### src/rtl/multicycle_control.sv
// rtl/multicycle_control.sv - multi-cycle LEGv8 sequencing controller
//
// Steps each instruction through FETCH, DECODE, EXEC, MEM and WB. Memory
// accesses stall on mem_ready. Illegal opcodes and memory timeouts trap
// into FAULT, which is left only through reset.
//
// Ports:
//   clk, reset        clock, synchronous active-high reset
//   instr_opcode      ins[31:21], latched when ir_write=1
//   mem_ready         current fetch/data access completes this cycle
//   alu_zero          ALU zero flag, used by CBZ in EXEC
//   imem_read, ir_write, pc_write, pc_src            fetch / PC strobes
//   reg2loc, alusrc, memtoreg, regwrite, dmem_read,
//   dmem_write, aluop                                datapath controls
//   state             FETCH=0 DECODE=1 EXEC=2 MEM=3 WB=4 FAULT=7
//   fault             high while in FAULT
//   retired           instructions completed since reset (wrapping)
module multicycle_control #(
  parameter int CNT_W      = 32,
  parameter int WAIT_LIMIT = 15
) (
  input  logic             clk,
  input  logic             reset,
  input  logic [10:0]      instr_opcode,
  input  logic             mem_ready,
  input  logic             alu_zero,
  output logic             imem_read,
  output logic             ir_write,
  output logic             pc_write,
  output logic             pc_src,
  output logic             reg2loc,
  output logic             alusrc,
  output logic             memtoreg,
  output logic             regwrite,
  output logic             dmem_read,
  output logic             dmem_write,
  output logic [1:0]       aluop,
  output logic [2:0]       state,
  output logic             fault,
  output logic [CNT_W-1:0] retired
);

  typedef enum logic [2:0] {
    S_FETCH  = 3'd0,
    S_DECODE = 3'd1,
    S_EXEC   = 3'd2,
    S_MEM    = 3'd3,
    S_WB     = 3'd4,
    S_FAULT  = 3'd7
  } state_t;

  typedef enum logic [2:0] {C_R, C_LD, C_ST, C_CBZ, C_B, C_ILL} class_t;

  // Last stalled cycle still tolerated; one more miss traps.
  localparam logic [7:0] WAIT_LAST = 8'(WAIT_LIMIT - 1);

  state_t      cur;
  class_t      cls;
  logic [10:0] opcode_q;
  logic [7:0]  wait_cnt;

  always_comb begin
    cls = C_ILL;
    casez (opcode_q)
      11'b10001011000,
      11'b11001011000,
      11'b10001010000,
      11'b10101010000: cls = C_R;
      11'b11111000010: cls = C_LD;
      11'b11111000000: cls = C_ST;
      11'b10110100???: cls = C_CBZ;
      11'b000101?????: cls = C_B;
      default:         cls = C_ILL;
    endcase
  end

  // wait_cnt defaults to clear so any state change restarts the stall count;
  // only the stay-and-wait branches override it.
  always_ff @(posedge clk) begin
    if (reset) begin
      cur      <= S_FETCH;
      opcode_q <= '0;
      wait_cnt <= '0;
      retired  <= '0;
    end else begin
      wait_cnt <= '0;
      case (cur)
        S_FETCH: begin
          if (mem_ready) begin
            opcode_q <= instr_opcode;
            cur      <= S_DECODE;
          end else if (wait_cnt == WAIT_LAST) begin
            cur <= S_FAULT;
          end else begin
            wait_cnt <= wait_cnt + 8'd1;
          end
        end
        S_DECODE: cur <= (cls == C_ILL) ? S_FAULT : S_EXEC;
        S_EXEC: begin
          case (cls)
            C_R:        cur <= S_WB;
            C_LD, C_ST: cur <= S_MEM;
            C_CBZ, C_B: begin
              cur     <= S_FETCH;
              retired <= retired + CNT_W'(1);
            end
            default:    cur <= S_FAULT;
          endcase
        end
        S_MEM: begin
          if (mem_ready) begin
            if (cls == C_LD) begin
              cur <= S_WB;
            end else begin
              cur     <= S_FETCH;
              retired <= retired + CNT_W'(1);
            end
          end else if (wait_cnt == WAIT_LAST) begin
            cur <= S_FAULT;
          end else begin
            wait_cnt <= wait_cnt + 8'd1;
          end
        end
        S_WB: begin
          cur     <= S_FETCH;
          retired <= retired + CNT_W'(1);
        end
        S_FAULT: cur <= S_FAULT;
        default: cur <= S_FAULT;
      endcase
    end
  end

  // Strobes are decoded straight from state so they follow mem_ready and
  // alu_zero in the same cycle; reset gates them off to abort cleanly.
  always_comb begin
    imem_read  = 1'b0;
    ir_write   = 1'b0;
    pc_write   = 1'b0;
    pc_src     = 1'b0;
    reg2loc    = 1'b0;
    alusrc     = 1'b0;
    memtoreg   = 1'b0;
    regwrite   = 1'b0;
    dmem_read  = 1'b0;
    dmem_write = 1'b0;
    aluop      = 2'b00;
    if (!reset) begin
      case (cur)
        S_FETCH: begin
          imem_read = 1'b1;
          ir_write  = mem_ready;
          pc_write  = mem_ready;
        end
        S_DECODE: reg2loc = (cls == C_ST) || (cls == C_CBZ);
        S_EXEC: begin
          case (cls)
            C_R: aluop = 2'b10;
            C_LD, C_ST: alusrc = 1'b1;
            C_CBZ: begin
              aluop    = 2'b01;
              reg2loc  = 1'b1;
              pc_src   = 1'b1;
              pc_write = alu_zero;
            end
            C_B: begin
              pc_src   = 1'b1;
              pc_write = 1'b1;
            end
            default: ;
          endcase
        end
        S_MEM: begin
          alusrc     = 1'b1;
          dmem_read  = (cls == C_LD);
          dmem_write = (cls == C_ST);
        end
        S_WB: begin
          regwrite = 1'b1;
          memtoreg = (cls == C_LD);
        end
        default: ;
      endcase
    end
  end

  assign state = cur;
  assign fault = (cur == S_FAULT);

endmodule

### config.mk
export PLATFORM = sky130hd
export DESIGN_NAME = multicycle_control
export DESIGN_NICKNAME = d
export VERILOG_FILES = /design/src/rtl/multicycle_control.sv
export SDC_FILE = /design/constraint.sdc
export NUM_CORES = 1
export LEC_CHECK = 0
export ABC_AREA = 0
export BUFFER_PORTS_ARGS = -buffer_cell sky130_fd_sc_hd__buf_2
export CORE_ASPECT_RATIO = 1.4
export CORE_MARGIN = 2
export CORE_UTILIZATION = 58
export CTS_CLUSTER_SIZE = 28
export DETAILED_ROUTE_END_ITERATION = 6
export GPL_TIMING_DRIVEN = 0
export HOLD_SLACK_MARGIN = 0.1
export PLACE_DENSITY_LB_ADDON = 0.15
export SYNTH_ARGS = -nofsm -noshare
export SYNTH_HDL_FRONTEND = slang
export SYNTH_SLANG_ARGS = --single-unit
export TNS_END_PERCENT = 20
### constraint.sdc
create_clock -name clk -period 6.5 [get_ports clk]
set_clock_uncertainty 0.2 [all_clocks]
set_input_delay 0 -clock clk [delete_from_list [all_inputs] [get_ports clk]]
set_output_delay 0 -clock clk [all_outputs]
set_load 0.1 [all_outputs]
==> impl_metrics.json <==
{
  "synth.area.top_cells": "sky130_fd_sc_hd__dfxtp_1 (39%), sky130_fd_sc_hd__a21oi_1 (7.0%), sky130_fd_sc_hd__o31ai_1 (5.6%)",
  "ff2ff_setup_slack_ns": 3.50,
  "cellPowerDensity_nw_per_um2": 315,
  "grt_setup_unrepaired": "false",
  "clk_pin_slew_worst_paths_ns": 0.10,
  "drt-total-wl_mm": 7.78,
  "cts_buffers": 5,
  "crit_path_start_kind": "flip-flop",
  "timing.slew.headroom": 0.610,
  "crit_path_max_fanout": 10,
  "route.detailed.vias_per_inst": 6.04,
  "port-buffer-count": 62,
  "postSynthRegisterBits": 54,
  "cts_resized": 0,
  "timing.setup.critical_path_class": "flip-flop to flip-flop",
  "hpwlAfterDp_mm": 5.37,
  "drive_gt1_frac": 0.170,
  "worstSkewPairLatency_ns": 0.31,
  "track_usage": 0.290,
  "detail-route-antenna-nets": 0,
  "final_cell_mix": "sky130_fd_sc_hd__buf_2 (63), sky130_fd_sc_hd__dfxtp_1 (54), sky130_fd_sc_hd__nand2_1 (41), sky130_fd_sc_hd__a21oi_1 (39), sky130_fd_sc_hd__nor2_1 (27)",
  "ys_seq_area_frac": 0.386,
  "top_level_ports": 63,
  "count_of_tritonroute_iterations_in_the_first_routing_pass": 4,
  "dpl_worst_slack_ns": 3.60,
  "placed_cells": 476,
  "die_width_um": 62.7,
  "drv_cap": 0,
  "antenna_found_initial": 0,
  "area_delta_synth_final_pct": 22.6,
  "number_of_global_route_vias_before_repair": 2810,
  "drt-initial-drc-count": 362,
  "global_route_wire_length_before_repair_mm": 12.8,
  "timing.hold.worst.class": "input pin to flip-flop",
  "final-instance-count-excl-fill": 498,
  "detail_route.wl_per_cell_um": 15.6,
  "final_design_area_no_fill_sq_um": 3430,
  "dieHeight_um": 86.2,
  "setup.worst_path.start": "opcode_q[0]",
  "cts_max_path_buffers": 2,
  "crit_required_ns": 6.48,
  "final_core_utilization": 0.751,
  "peak_supply_drop_v": 0.000218,
  "route.detailed.drc": 0,
  "max_freq_mhz": 333,
  "status": "complete, no violations",
  "placedInstanceArea_sq_um": 3190,
  "rows": 29,
  "clock_tree.htree_level_count": 2,
  "yosysUniqueCellTypes": 47,
  "nNetsFinal": 453,
  "tightest_hold_margin_ns": 0.104,
  "syn-cell-area_sq_um": 2800,
  "fin_setup_tns_ns": 0,
  "synth.avg_cell_area_sq_um": 7.95,
  "max_slew.worst_pin.slew_ns": 0.577,
  "cts_tree": "done",
  "slowest_delay_ns": 0.55,
  "core_area_sq_um": 4570,
  "timing.final.ws_setup_ns": 3.50,
  "crit_slowest_cell": "sky130_fd_sc_hd__nor4b_1",
  "async_reset_ff_frac": 0,
  "ys_warn_count": 0,
  "crit_end": "retired[1]",
  "globalRouteOverflowTotal": 0,
  "gp_routability_congestion": 0.870,
  "fp.dieArea_sq_um": 5410,
  "timing_hold_violations_final": 0,
  "final_max_slew_viol_count": 0,
  "fin_total_pwr_mw": 1.08,
  "final_common_cell": "sky130_fd_sc_hd__buf_2",
  "final_min_period_over_clock_period": 0.462,
  "cts.root.buffer_cell": "sky130_fd_sc_hd__clkbuf_8",
  "grt_start_max_net_pins": 17,
  "finalWorstPathRequiredPeriod_ns": 3.00,
  "mappedNetlistNets": 370,
  "timing.critical_path.cells": "nor4b_1 -> and4bb_2 -> a221o_1 -> clkbuf_1 -> clkbuf_1 -> mux2i_1 -> nor2_1",
  "synth-edff-count": 0,
  "timing.critical_path.arrival_ns": 2.98,
  "setup_viol": 0,
  "most_common_cell_type_on_the_critical_path": "sky130_fd_sc_hd__clkbuf_1",
  "antenna-diode-count": 0,
  "post_cts_buffers": 0,
  "crit_path_end_kind": "flip-flop",
  "postSynth.topFlopCell": "sky130_fd_sc_hd__dfxtp_1",
  "start_util": 0.612,
  "power.static_leakage_nw": 1.30,
  "yosysTopAreaCellShare": 0.386,
  "worst_r2r_endpoint": "retired[1]",
  "dr_total_vias": 3006,
  "timing.rr.start": "opcode_q[0]",
  "cts.sinks": 54,
  "syn_inst": 352,
  "worst-r2r-cell-count": 7,
  "netlist.top_cell.by_area": "sky130_fd_sc_hd__dfxtp_1"
}
## layout make-up
type                            count  area, sq um
Clock buffer                        7         96.3
Fill cell                         383         1140
Timing Repair Buffer               76          450
Inverter                            8         30.0
Buffer                             23         87.6
Tap cell                           62         77.6
Clock inverter                      1         8.76
Sequential cell                    54         1080
Multi-Input combinational cell    267         1600
## worst max-delay path: cells and delay by family, from the launching register on
kind / cells / cell delay (ns)
AO/OA/AOI/OAI: 1 / 0.23
buffers and inverters: 2 / 0.89
flip-flops: 1 / 0.33
multiplexers: 1 / 0.24
AND/OR/NAND/NOR: 3 / 0.99
## cell families after synthesis
| group | synth area share |
|---|---|
| AOI/OAI and AO/OA | 0.186 |
| xor gates and xnor gates | 0.0219 |
| adders and majority gates | 0.0134 |
| buffers and inverters | 0.0420 |
| DFF | 0.386 |
| muxes | 0.0232 |
| and+or+nand+nor | 0.328 |
## how the worst min path moves through the flow
stage               slack [ns]     endpoint  cells after the start             from
floorplan                -0.06  opcode_q[0]                      2  instr_opcode[0]
global placement          0.04  opcode_q[5]                      3  instr_opcode[5]
detailed placement        0.05  opcode_q[0]                      3  instr_opcode[0]
CTS                       0.12     state[0]                      3            reset
global route              0.14     state[0]                      3            reset
finish                    0.10     state[0]                      3            reset
## synth_stat cells (all sizes together), types with 2 or more instances
| cell | instances |
|---|---|
| a21oi | 39 |
| and2 | 4 |
| and3 | 7 |
| buf | 2 |
| clkbuf | 21 |
| dfxtp | 54 |
| ha | 3 |
| inv | 8 |
| mux2 | 4 |
| mux2i | 2 |
| nand2 | 41 |
| nand2b | 3 |
| nand3 | 17 |
| nand3b | 2 |
| nand4 | 8 |
| nand4b | 2 |
| nor2 | 27 |
| nor2b | 5 |
| nor3 | 5 |
| nor4 | 11 |
| nor4b | 2 |
| o211a | 2 |
| o21a | 2 |
| o21ai | 8 |
| o22ai | 2 |
| o31ai | 21 |
| or2 | 2 |
| or3 | 5 |
| or4 | 20 |
| or4b | 2 |
| xnor2 | 3 |
| xor2 | 4 |
## sequential cells by signal, indices dropped and copies added (netlist names)
register  flops
wait_cnt      8
opcode_q     11
state         3
retired      32
## report_power, final
group          internal (mW)  leakage, nW  switching (mW)
Combinational          0.108        0.808           0.371
Sequential             0.359        0.437          0.0340
Clock                 0.0978       0.0544           0.111
Total                  0.565         1.30           0.516
## what timing repair did
item	4_1_cts	5_1_grt
endpoints found under the setup margin	0	0
hold buffers	14	0
endpoints found under the hold margin	19	0
## routing by layer
metal,vias up,GRT usage,share of wire,wire (um)
met1,1411,0.338,0.42,3240
met2,104,0.537,0.51,3980
met5,-,0,0,0
met3,13,0.0455,0.057,446
li1,1478,-,-,-
met4,0,0.105,0.015,118
(Power assumes the default switching activity.)
